### src/rtl/mt_thread_sched.sv
// Barrel-processor thread scheduler.
// Holds one PC per hardware thread and issues one (thread ID, PC) pair per
// cycle, rotating round-robin over enabled threads. Execute-stage redirects
// overwrite a thread's PC and exclude that thread from selection in the
// same cycle, so a stale PC is never issued.
module mt_thread_sched #(
    parameter int                    NUM_THREADS      = 8,
    parameter int                    DATA_WIDTH       = 32,
    parameter logic [DATA_WIDTH-1:0] RESET_PC         = 32'h0000_0000,
    parameter logic [DATA_WIDTH-1:0] THREAD_PC_OFFSET = 32'h0000_0100
) (
    input  logic                           clk,
    input  logic                           rst_n,
    input  logic                           stall,
    input  logic [NUM_THREADS-1:0]         thread_en,
    input  logic                           redirect_valid,
    input  logic [$clog2(NUM_THREADS)-1:0] redirect_tid,
    input  logic [DATA_WIDTH-1:0]          redirect_pc,
    output logic                           issue_valid,
    output logic [$clog2(NUM_THREADS)-1:0] issue_tid,
    output logic [DATA_WIDTH-1:0]          issue_pc
);

    localparam int TID_W = $clog2(NUM_THREADS);

    // Word-aligned redirect target: the two low bits are forced to zero.
    localparam logic [DATA_WIDTH-1:0] ALIGN_MASK = {{(DATA_WIDTH-2){1'b1}}, 2'b00};
    localparam logic [DATA_WIDTH-1:0] PC_STEP    = DATA_WIDTH'(3'd4);

    logic [DATA_WIDTH-1:0]  pc_r [NUM_THREADS];
    logic [TID_W-1:0]       last_tid_r;
    logic [NUM_THREADS-1:0] elig_s;
    logic [TID_W-1:0]       cand_s;
    logic [TID_W-1:0]       sel_s;
    logic                   found_s;
    logic [DATA_WIDTH-1:0]  redirect_pc_aligned_s;

    assign redirect_pc_aligned_s = redirect_pc & ALIGN_MASK;

    // Eligibility: enabled and not being redirected this cycle.
    always_comb begin
        elig_s = '0;
        for (int t = 0; t < NUM_THREADS; t++) begin
            elig_s[t] = thread_en[t] & ~(redirect_valid & (redirect_tid == TID_W'(t)));
        end
    end

    // Round-robin search starting just after the last issued thread, with wrap.
    always_comb begin
        sel_s   = '0;
        found_s = 1'b0;
        cand_s  = '0;
        for (int i = 1; i <= NUM_THREADS; i++) begin
            // TID_W-bit addition wraps naturally because NUM_THREADS is a power of two.
            cand_s = last_tid_r + TID_W'(i);
            if (!found_s && elig_s[cand_s]) begin
                found_s = 1'b1;
                sel_s   = cand_s;
            end else begin
                found_s = found_s;
                sel_s   = sel_s;
            end
        end
    end

    // Per-thread PC state: reset spacing, redirect writes, post-issue increment.
    always_ff @(posedge clk) begin
        for (int t = 0; t < NUM_THREADS; t++) begin
            if (!rst_n) begin
                pc_r[t] <= RESET_PC + (DATA_WIDTH'(t) * THREAD_PC_OFFSET);
            end else if (redirect_valid && (redirect_tid == TID_W'(t))) begin
                pc_r[t] <= redirect_pc_aligned_s;
            end else if (!stall && found_s && (sel_s == TID_W'(t))) begin
                pc_r[t] <= pc_r[t] + PC_STEP;
            end else begin
                pc_r[t] <= pc_r[t];
            end
        end
    end

    // Issue registers and round-robin pointer; stall freezes all of them.
    always_ff @(posedge clk) begin
        if (!rst_n) begin
            last_tid_r  <= TID_W'(NUM_THREADS - 1);
            issue_valid <= 1'b0;
            issue_tid   <= '0;
            issue_pc    <= '0;
        end else if (stall) begin
            last_tid_r  <= last_tid_r;
            issue_valid <= issue_valid;
            issue_tid   <= issue_tid;
            issue_pc    <= issue_pc;
        end else if (found_s) begin
            last_tid_r  <= sel_s;
            issue_valid <= 1'b1;
            issue_tid   <= sel_s;
            issue_pc    <= pc_r[sel_s];
        end else begin
            last_tid_r  <= last_tid_r;
            issue_valid <= 1'b0;
            issue_tid   <= issue_tid;
            issue_pc    <= issue_pc;
        end
    end

endmodule
### config.mk
export PLATFORM = sky130hd
export DESIGN_NAME = mt_thread_sched
export DESIGN_NICKNAME = d
export VERILOG_FILES = /design/src/rtl/mt_thread_sched.sv
export SDC_FILE = /design/constraint.sdc
export NUM_CORES = 1
export LEC_CHECK = 0
export BUFFER_PORTS_ARGS = -buffer_cell sky130_fd_sc_hd__buf_2
export CORE_UTILIZATION = 30
export CTS_CLUSTER_SIZE = 25
export DETAILED_ROUTE_END_ITERATION = 6
export MAX_ROUTING_LAYER = met4
export PLACE_DENSITY = 0.52
export SLEW_MARGIN = 20
export SYNTH_ARGS = -nofsm -noshare
export SYNTH_HDL_FRONTEND = slang
export SYNTH_SLANG_ARGS = --single-unit
### constraint.sdc
create_clock -name clk -period 4.2 [get_ports clk]
set_input_delay 0.21 -clock clk [delete_from_list [all_inputs] [get_ports clk]]
set_output_delay 0.21 -clock clk [all_outputs]
set_load 0.005 [all_outputs]
==> impl_metrics.csv, run 1 <==
group,metric,value,unit
yosys,synth-main-ff-cell,"edfxtp_1",
sta,skew,0.0135,ns
floorplanning,ios,83,
sta,rsz0062_at_grt,"no",
setup_path,critPathArrivalTime,4.19,ns
yosys,netlist-cell-type-count,76,
clock_network,clk_pin_slew,0.05,ns
clock_network,cts.sinks,277,
clock_network,numCtsBuffers,35,
setup_path,crit_required,4.43,ns
drt,wl_per_cell,20.4,um
yosys,synth_most_common_cell,"nand2_1",
drt,vias,14800,
setup_path,crit_end,"pc_r[5][25]",
setup_path,cp.depth,14,
global_routing,grt_max_degree,54,
layout,drive_gt1_share,15.0,%
yosys,synth_top_area_share,39.3,%
yosys,yosysWarnings,0,
setup_path,r2r_cells,14,
place,port_buffers,78,
yosys,synth_edf_count,240,
yosys,seq_area_frac_synth,43.3,%
setup_path,cpPeakStageDelay,0.47,ns
drt,drtIter0Drc,1179,
drt,viasPerCell,5.29,
yosys,syn_inst,1932,
floorplanning,start_util,30.4,%
yosys,synth_top_cells_by_count,"nand2_1 (329), edfxtp_1 (240), o21ai_0 (200)",
place,place_congestion,0.872,
floorplanning,core_area,60400,sq um
layout,nNetsFinal,2044,
setup_path,startpoint_type,"flop",
global_routing,grt_pass1_wl,86.9,mm
setup_path,r2r_slack,0.24,ns
clock_network,cts_tree,"done",
clock_network,clk_path_buf_depth,3,
drt,ant_nets,0,
sta,setup_violations,0,
sta,fin_crit,3.96,ns
setup_path,cp_max_fo,30,
pwr,leakagePower,7.28,nW
sta,hold_ws,0.0357,ns
sta,fmax,252,MHz
drt,drc,0,
yosys,synth.largest_area_cell,"edfxtp_1",
setup_path,cp_cell_sequence,"inv_2 > ha_4 > buf_6 > o32ai_2 > nor3_1 > or4_4 > and4_1 > o31ai_1 > o211a_4 > buf_4 > nor2b_1 > and2_4 > nand3b_1 > buf_12",
setup_path,r2r_start,"last_tid_r[1]",
global_routing,gr-total-overflow,0,
layout,fillers,6214,
layout,diodes,0,
place,dp_hpwl,41.6,mm
floorplanning,fp.dieH,249,um
yosys,synth_area_leaders,"edfxtp_1 (39%), nand2_1 (6.7%), xor2_1 (6.1%), mux2i_1 (6.0%), o21ai_0 (5.5%)",
run_status,status,"finished clean",
floorplanning,dieWidth,249,um
global_routing,grt_pass1_vias,14200,
sta,tightestPinTransition,0.784,ns
flow_run,cap_violations,0,
sta,relSlewSlack,47.7,%
yosys,async_reset_ff_share,0,%
setup_path,critPathBufInv,4,
clock_network,cts_root_buf,"clkbuf_16",
pwr,powerDensity,854,nW/um^2
sta,timing.final.crit_share,94.3,%
setup_path,r2r_end,"pc_r[5][25]",
setup_path,path_class,"reg -> reg",
sta,tns,0,ns
yosys,avgSynthCellArea,9.50,sq um
sta,slew_viol_final,0,
sta,hold_viol_final,0,
drt,drt-total-wl,56.9,mm
yosys,netlist_area,18300,sq um
pwr,peakVddDrop,524,uV
drt,drtPass1Iterations,5,
layout,ff_latch_area,7950,sq um
setup_path,cp_slowest_cell,"or4_4",
clock_network,clk_latency,0.54,ns
hold_path,hp-class,"in -> reg",
floorplanning,dieArea,62200,sq um
floorplanning,rows,90,
setup_path,critPathLaunch,"last_tid_r[1]",
setup_path,end_kind,"flop",
setup_path,crit_family,"simple AND/OR/NAND/NOR gates",
yosys,ys_seq_elements,277,
layout,multi_input_area,9530,sq um
global_routing,grt_use_total,18.5,%
place,dpl_cell_area,19600,sq um
layout,postLayoutCellArea,20900,sq um
layout,final_core_util,34.6,%
clock_network,h-tree-depth,2,
global_routing,antenna_found_initial,1,
layout,area_growth_syn_to_layout,13.7,%
==> metrics by stage <==
stage,instances,total power [W],setup slack [ns]
6_report,2795,0.0178,0.239
2_1_floorplan,1933,0.0116,0.00263
5_1_grt,2795,0.0188,0.00983
3_5_place_dp,2721,0.0146,0.0386
4_1_cts,2786,0.0176,0.0262
3_3_place_gp,2721,0.0145,0.112
==> cell type report <==
| type | count | area share (%) |
|---|---|---|
| inverter | 24 | 0.432 |
| tap | 782 | 4.69 |
| clock inverter | 10 | 0.408 |
| clock buffer | 53 | 4.96 |
| multi-input combinational | 1494 | 45.7 |
| timing repair buffer | 155 | 5.72 |
| sequential | 277 | 38.1 |
==> cells in the final DEF, fill, tap and decap left out, types with 11 or more instances in the layout <==
cell type | netlist | layout
nand2_1 | 329 | 329
edfxtp_1 | 240 | 240
o21ai_0 | 200 | 199
xor2_1 | 128 | 128
nor2_1 | 118 | 111
mux2i_1 | 110 | 110
xnor2_1 | 100 | 100
nand3_1 | 98 | 95
buf_2 | 20 | 78
buf_4 | 19 | 56
and3_1 | 54 | 53
o22ai_1 | 43 | 43
clkbuf_16 | 0 | 36
dfxtp_1 | 37 | 36
a21oi_1 | 35 | 35
a221oi_1 | 32 | 32
nor2_2 | 23 | 29
nand4_1 | 23 | 23
a211oi_2 | 23 | 23
inv_1 | 24 | 22
buf_12 | 2 | 17
and2_1 | 16 | 15
nor3_1 | 15 | 15
nor2b_1 | 13 | 13
mux2_2 | 11 | 11
o2bb2ai_1 | 11 | 11
==> registers in the layout, summed over array words and instances (netlist names) <==
register     cells
issue_pc        30
issue_tid        3
issue_valid      1
last_tid_r       3
pc_r           240
==> how the worst min path moves through the flow <==
stage,startpoint,to,slack [ns],cells after the start
after floorplan,stall,issue_valid,0.36,2
after global placement,issue_valid,issue_valid,0.49,2
after detailed placement,issue_valid,issue_valid,0.50,2
after CTS,redirect_pc[9],pc_r[1][9],0.02,3
after global routing,redirect_pc[9],pc_r[1][9],0.04,3
final,redirect_pc[9],pc_r[1][9],0.04,3
==> where the power goes <==
part | internal (W) | switching, W
registers | 0.00421 | 0.000996
logic | 0.00410 | 0.00552
clock network | 0.00177 | 0.00122
total | 0.0101 | 0.00773
==> cell families after synthesis <==
| logic type | after synthesis | share of synthesized area [%] |
|---|---|---|
| AND/OR/NAND/NOR | 734 | 18.7 |
| AO/OA/AOI/OAI | 397 | 14.3 |
| flip-flops | 277 | 43.3 |
| XOR/XNOR | 228 | 10.9 |
| buffers and inverters | 162 | 5.18 |
| multiplexers | 123 | 6.92 |
| adder cells (fa/ha/maj) | 10 | 0.682 |
| other | 1 | 0.0204 |
==> layer usage <==
layer	vias up	global-route usage, %	routed length [um]
met5	-	-	0
li1	7060	-	-
met3	82	1.84	2810
met2	386	28.8	26400
met1	7261	25.4	26500
met4	0	5.15	1180
==> what timing repair did <==
action	CTS	global route
setup buffers	0	9
gates resized for setup	0	3
hold endpoints to repair	3	0
setup endpoints to repair	0	367
hold buffers	2	0
==> worst register-to-register path: cells and delay by family (launching register included) <==
family	cells	cell delay, ns
compound gates	3	1.00
flops	1	0.33
simple gates	6	1.35
buf+inv	4	0.63
fa+ha+maj	1	0.31
Note: power is estimated with default switching activity, not from simulation.
==> run 2: changes to the inputs <==
--- a/config.mk
+++ b/config.mk
@@ -9,6 +9,7 @@
 export CORE_UTILIZATION = 30
 export CTS_CLUSTER_SIZE = 25
 export DETAILED_ROUTE_END_ITERATION = 6
+export GPL_TIMING_DRIVEN = 0
 export MAX_ROUTING_LAYER = met4
 export PLACE_DENSITY = 0.52
 export SLEW_MARGIN = 20
==> run 2 against run 1 <==
First-iteration DRC count rose by 41%. Final cell count grew 2.8%. Sequential share of layout area shrank 1.7 points. Power up 14%. Hold slack worse by 0.00063 ns. Global-route usage grew 2.8 points. Largest cell class unchanged. Highest routed layer unchanged.
==> impl_metrics.csv, run 2 (synthesis results as in run 1) <==
group,metric,value,unit
run_status,status,"finished clean",
sta,timing.final.crit_share,98.3,%
pwr,finalPower,0.0204,W
clock_network,clk_latency,0.54,ns
sta,tns,0,ns
drt,wl_per_cell,23.0,um
global_routing,antenna_found_initial,0,
setup_path,path_class,"reg -> reg",
clock_network,clk_path_buf_depth,3,
place,pre_cts_ws,-1.11,ns
place,dpl_cell_area,19700,sq um
pwr,peakVddDrop,569,uV
drt,viasPerCell,5.44,
layout,ff_latch_area,7950,sq um
sta,setup_violations,0,
layout,postLayoutCellArea,21900,sq um
pwr,internal-power,0.0111,W
sta,slew_viol_final,0,
global_routing,grt_pass1_wl,97.2,mm
global_routing,grt_max_degree,27,
drt,drt-total-wl,66.2,mm
clock_network,numCtsBuffers,36,
pwr,power.share.clock,15.1,%
pwr,pwr-share-comb,59.1,%
layout,largestRegisters,"pc_r: 240 flops, issue_pc: 30 flops",
layout,stdcell_count,2874,
sta,tightestPinTransition,1.05,ns
pwr,leakagePower,7.58,nW
place,place_congestion,0.903,
place,port_buffers,51,
clock_network,h-tree-depth,2,
layout,multi_input_area,9950,sq um
floorplanning,core_area,60400,sq um
clock_network,cts_root_buf,"clkbuf_16",
sta,fin_crit,4.13,ns
clock_network,cts.sinks,277,
layout,layout_common_cells,"nand2_1 (327), edfxtp_1 (240), o21ai_0 (198)",
layout,drive_gt1_share,17.4,%
pwr,switching_share,45.4,%
hold_path,hp-class,"in -> reg",
place,dp_hpwl,49.3,mm
clock_network,cts_tree,"done",
layout,nNetsFinal,2123,
sta,hold_viol_final,0,
layout,top_register,"pc_r",
layout,area_growth_syn_to_layout,19.1,%
global_routing,gr-total-overflow,0,
drt,drtIter0Drc,1663,
setup_path,cp_max_fo,10,
drt,vias,15600,
setup_path,crit_required,4.60,ns
sta,fmax,242,MHz
pwr,seq_power_share,25.8,%
place,placedCellCount,2770,
floorplanning,fp.dieH,249,um
sta,relSlewSlack,29.7,%
drt,drtPass1Iterations,5,
floorplanning,dieArea,62200,sq um
drt,ant_nets,0,
global_routing,grt_pass1_vias,15000,
setup_path,critPathArrivalTime,4.53,ns
sta,finalWorstSetupSlack,0.0723,ns
layout,final_common_cell,"nand2_1",
setup_path,end_kind,"flop",
floorplanning,dieWidth,249,um
global_routing,grt_use_total,21.3,%
pwr,p_sw,0.00926,W
layout,largest_register_ff_count,240,
layout,fillers,6088,
drt,drc,0,
floorplanning,start_util,30.4,%
clock_network,clk_pin_slew,0.06,ns
layout,diodes,0,
floorplanning,ios,83,
floorplanning,rows,90,
flow_run,cap_violations,0,
sta,skew,0.0106,ns
pwr,powerDensity,933,nW/um^2
setup_path,startpoint_type,"flop",
run 2: changes by cell type in the layout (fill, tap and decap cells not counted), moves of 12 or more:
cell	previous run	this run
clkbuf_1	10	59
mux2i_2	0	14
buf_2	78	59
mux2i_1	110	92
buf_6	2	36
buf_4	56	39
clkbuf_2	0	12
run 2: power by group through the flow:
| stage | Sequential (W) | Combinational, W | Clock [W] |
|---|---|---|---|
| after floorplan | 0.00492 | 0.00672 | 0 |
| after global placement | 0.00524 | 0.00966 | 0 |
| after detailed placement | 0.00525 | 0.00979 | 0 |
| after CTS | 0.00519 | 0.0105 | 0.00311 |
| after global routing | 0.00537 | 0.0126 | 0.00321 |
| final | 0.00526 | 0.0120 | 0.00308 |
run 2: cell type report:
type,count,area share [%]
multi-input cells,1501,45.5
flip-flops and latches,277,36.4
clock buffers,57,4.95
plain buffers,137,4.83
well taps,782,4.48
repair buffers,89,3.19
inverters,24,0.412
clock inverters,7,0.269
run 2: worst max-delay path, stage by stage, from the launching register on:
cell and delay [ns]:
dfxtp_4 0.35, inv_1 0.06, buf_8 0.13, ha_4 0.25
buf_12 0.15, xnor2_2 0.15, a221oi_2 0.23, buf_4 0.18
nand3_1 0.10, and3_4 0.22, a211oi_4 0.25, buf_4 0.17
nor4_4 0.05, a31oi_4 0.22, buf_6 0.13, buf_6 0.13
buf_12 0.14, buf_4 0.12, buf_12 0.17, mux2i_1 0.27
o22ai_1 0.19, a221oi_2 0.22, a21oi_1 0.09
run 2: stage by stage:
stage                     utilization [%]  hold WS, ns
after floorplan                         -        0.357
after global placement               32.5        0.486
after detailed placement             32.7        0.494
after CTS                            35.2       0.0110
after global routing                 36.2       0.0357
final                                36.2       0.0351
run 2: metal layers:
metal | share of wire, % | global-route usage, % | wire, um | vias to the layer above
met5 | 0 | - | 0 | -
met3 | 5.9 | 2.11 | 3920 | 86
li1 | - | - | - | 7254
met4 | 2.6 | 6.12 | 1740 | 0
met1 | 43 | 27.8 | 28500 | 7750
met2 | 48 | 34.9 | 32100 | 553
run 2: what timing repair did:
action,CTS,global route
gates cloned,7,3
hold buffers,2,0
endpoints found under the hold margin,2,0
resized for setup,54,100
pin swaps,4,6
buffers inserted,12,18
endpoints found under the setup margin,482,441
run 2: path summary, 6_finish.rpt:
| check | cells after the start | slack, ns | startpoint | end |
|---|---|---|---|---|
| max | 22 | 0.07 | last_tid_r[0] | issue_pc[5] |
| max reg2reg | 22 | 0.07 | last_tid_r[0] | issue_pc[5] |
| min reg2reg | 2 | 0.51 | issue_valid | issue_valid |
| min | 3 | 0.04 | redirect_pc[31] | pc_r[0][31] |
==> run 3: changes to the inputs <==
--- a/config.mk
+++ b/config.mk
@@ -5,7 +5,7 @@
 export SDC_FILE = /design/constraint.sdc
 export NUM_CORES = 1
 export LEC_CHECK = 0
-export BUFFER_PORTS_ARGS = -buffer_cell sky130_fd_sc_hd__buf_2
+export BUFFER_PORTS_ARGS = -buffer_cell sky130_fd_sc_hd__clkbuf_2
 export CORE_UTILIZATION = 30
 export CTS_CLUSTER_SIZE = 25
 export DETAILED_ROUTE_END_ITERATION = 6
==> run 3 against run 2 <==
Clock power up 4%. Sequential power grew 0.8%. Final area is 0.97% higher. Maximum frequency fell by 0.85%. Hold slack worse by 0.019 ns. Non-clock buffer count rose by 4. Register-to-register slack worse by 0.04 ns. Critical path depth fell by 3. Clock skew is 0.016 ns higher. Final cell count increased by 0.24%.
==> impl_metrics.csv, run 3 (synthesis results as in run 1) <==
group,metric,value,unit
setup_path,cp_slowest_cell,"dfxtp_4",
place,pre_cts_ws,-1.09,ns
sta,timing.final.crit_share,99.1,%
sta,relSlewSlack,26.7,%
clock_network,clk_latency,0.57,ns
layout,layout_common_cells,"nand2_1 (326), edfxtp_1 (240), o21ai_0 (199)",
sta,skew,0.0261,ns
global_routing,grt_use_total,21.5,%
floorplanning,start_util,30.4,%
global_routing,gr-total-overflow,0,
sta,tightestPinTransition,1.10,ns
layout,postLayoutCellArea,22100,sq um
run_status,status,"finished clean",
setup_path,critPathLaunch,"last_tid_r[0]",
layout,diodes,0,
setup_path,crit_family,"buffers and inverters",
place,port_buffers,51,
setup_path,cp_max_fo,10,
layout,final_common_cell,"nand2_1",
setup_path,r2r_start,"last_tid_r[0]",
drt,vias,15800,
layout,fillers,6034,
place,dp_hpwl,49.6,mm
setup_path,cpPeakStageDelay,0.37,ns
drt,ant_nets,0,
setup_path,crit_top_cell,"buf_8",
setup_path,path_class,"reg -> reg",
layout,largestRegisters,"pc_r: 240 flops, issue_pc: 30 flops",
global_routing,antenna_found_initial,0,
setup_path,cp_cell_sequence,"inv_1 > buf_8 > ha_4 > buf_12 > buf_8 > a221oi_2 > buf_4 > nand3_1 > and3_4 > a211oi_4 > o22ai_2 > a31oi_4 > buf_6 > buf_8 > buf_4 > mux2i_1 > o2bb2ai_1 > nand2_1 > a21oi_1",
clock_network,h-tree-depth,2,
sta,setup_violations,0,
sta,finalWorstSetupSlack,0.0368,ns
drt,viasPerCell,5.47,
layout,largest_register_ff_count,240,
sta,rsz0062_at_grt,"yes",
drt,drtIter0Drc,1523,
setup_path,end_kind,"flop",
sta,tns,0,ns
pwr,finalPower,0.0206,W
place,dpl_cell_area,19700,sq um
sta,hold_viol_final,0,
floorplanning,dieArea,62200,sq um
layout,multi_input_area,10100,sq um
setup_path,critPathBufInv,8,
setup_path,startpoint_type,"flop",
pwr,powerDensity,932,nW/um^2
layout,top_register,"pc_r",
layout,drive_gt1_share,19.2,%
hold_path,hp-class,"in -> reg",
setup_path,r2r_slack,0.04,ns
hold_path,min_from,"redirect_pc[24]",
setup_path,crit_required,4.60,ns
floorplanning,rows,90,
drt,drtPass1Iterations,5,
clock_network,cts_tree,"done",
clock_network,cts_root_buf,"clkbuf_16",
pwr,leakagePower,7.59,nW
layout,nNetsFinal,2128,
drt,wl_per_cell,23.3,um
sta,fin_crit,4.16,ns
sta,fmax,240,MHz
drt,drc,0,
clock_network,numCtsBuffers,36,
floorplanning,core_area,60400,sq um
clock_network,cts.sinks,277,
sta,slew_viol_final,0,
floorplanning,fp.dieH,249,um
floorplanning,ios,83,
setup_path,critPathArrivalTime,4.56,ns
pwr,peakVddDrop,591,uV
layout,area_growth_syn_to_layout,20.3,%
global_routing,grt_pass1_wl,98.5,mm
global_routing,grt_pass1_vias,15200,
drt,drt-total-wl,67.2,mm
layout,ff_latch_area,7950,sq um
clock_network,clk_pin_slew,0.06,ns
floorplanning,dieWidth,249,um
place,place_congestion,0.903,
global_routing,grt_max_degree,27,
clock_network,clk_path_buf_depth,3,
flow_run,cap_violations,0,
[run 3: cell types whose count changed in the layout (fill, tap and decap cells not counted), sizes merged]
cell         delta
buf            -47
clkbuf         +47
nand3           +1
bufinv          +1
dlygate4sd3     +3
inv             +2
[run 3: worst reg2reg max path, cell delays in order, from the launching register on]
cell	delay, ns
dfxtp_4	0.37
inv_1	0.07
buf_8	0.15
ha_4	0.26
buf_12	0.15
buf_8	0.14
a221oi_2	0.26
buf_4	0.18
nand3_1	0.10
and3_4	0.24
a211oi_4	0.28
o22ai_2	0.16
a31oi_4	0.22
buf_6	0.17
buf_8	0.20
buf_4	0.29
mux2i_1	0.36
o2bb2ai_1	0.15
nand2_1	0.14
a21oi_1	0.09
[run 3: cell type report]
| cell class | instances | area share, % |
|---|---|---|
| clock buffer | 56 | 4.93 |
| clock inverter | 10 | 0.476 |
| inverter | 24 | 0.408 |
| timing repair buffer | 93 | 3.34 |
| tap | 782 | 4.43 |
| buffer | 137 | 4.76 |
| sequential | 277 | 36.0 |
| multi-input combinational | 1502 | 45.6 |
[run 3: layer usage]
metal	track usage, %	up-vias	part of all wire (%)
met2	35.9	561	49
met3	2.38	96	6.0
li1	-	7258	-
met5	-	-	0
met4	5.71	0	2.6
met1	27.7	7844	42
[run 3: final timing paths]
path	cells after the start	to
min reg2reg	2	issue_valid
max reg2reg	19	issue_pc[16]
min	3	pc_r[3][24]
max	19	issue_pc[16]
[run 3: stage by stage]
step	util, %	hold slack [ns]	cells
2_1_floorplan	-	0.357	1933
3_3_place_gp	32.5	0.489	2766
5_1_grt	36.6	0.0330	2881
6_report	36.6	0.0165	2881
4_1_cts	35.4	0.00177	2866
3_5_place_dp	32.7	0.499	2770
[run 3: power by group]
group / internal [W] / switching, W / total, W
Combinational: 0.00506 / 0.00702 / 0.0121
Sequential: 0.00421 / 0.00108 / 0.00530
Clock: 0.00190 / 0.00129 / 0.00319
Total: 0.0112 / 0.00940 / 0.0206
[run 3: repair_timing]
action	4_1_cts	5_1_grt
gates cloned	8	6
resized for setup	48	141
hold endpoints to repair	8	0
hold buffers	5	0
pin swaps	4	7
buffers inserted	18	10
setup endpoints to repair	506	479
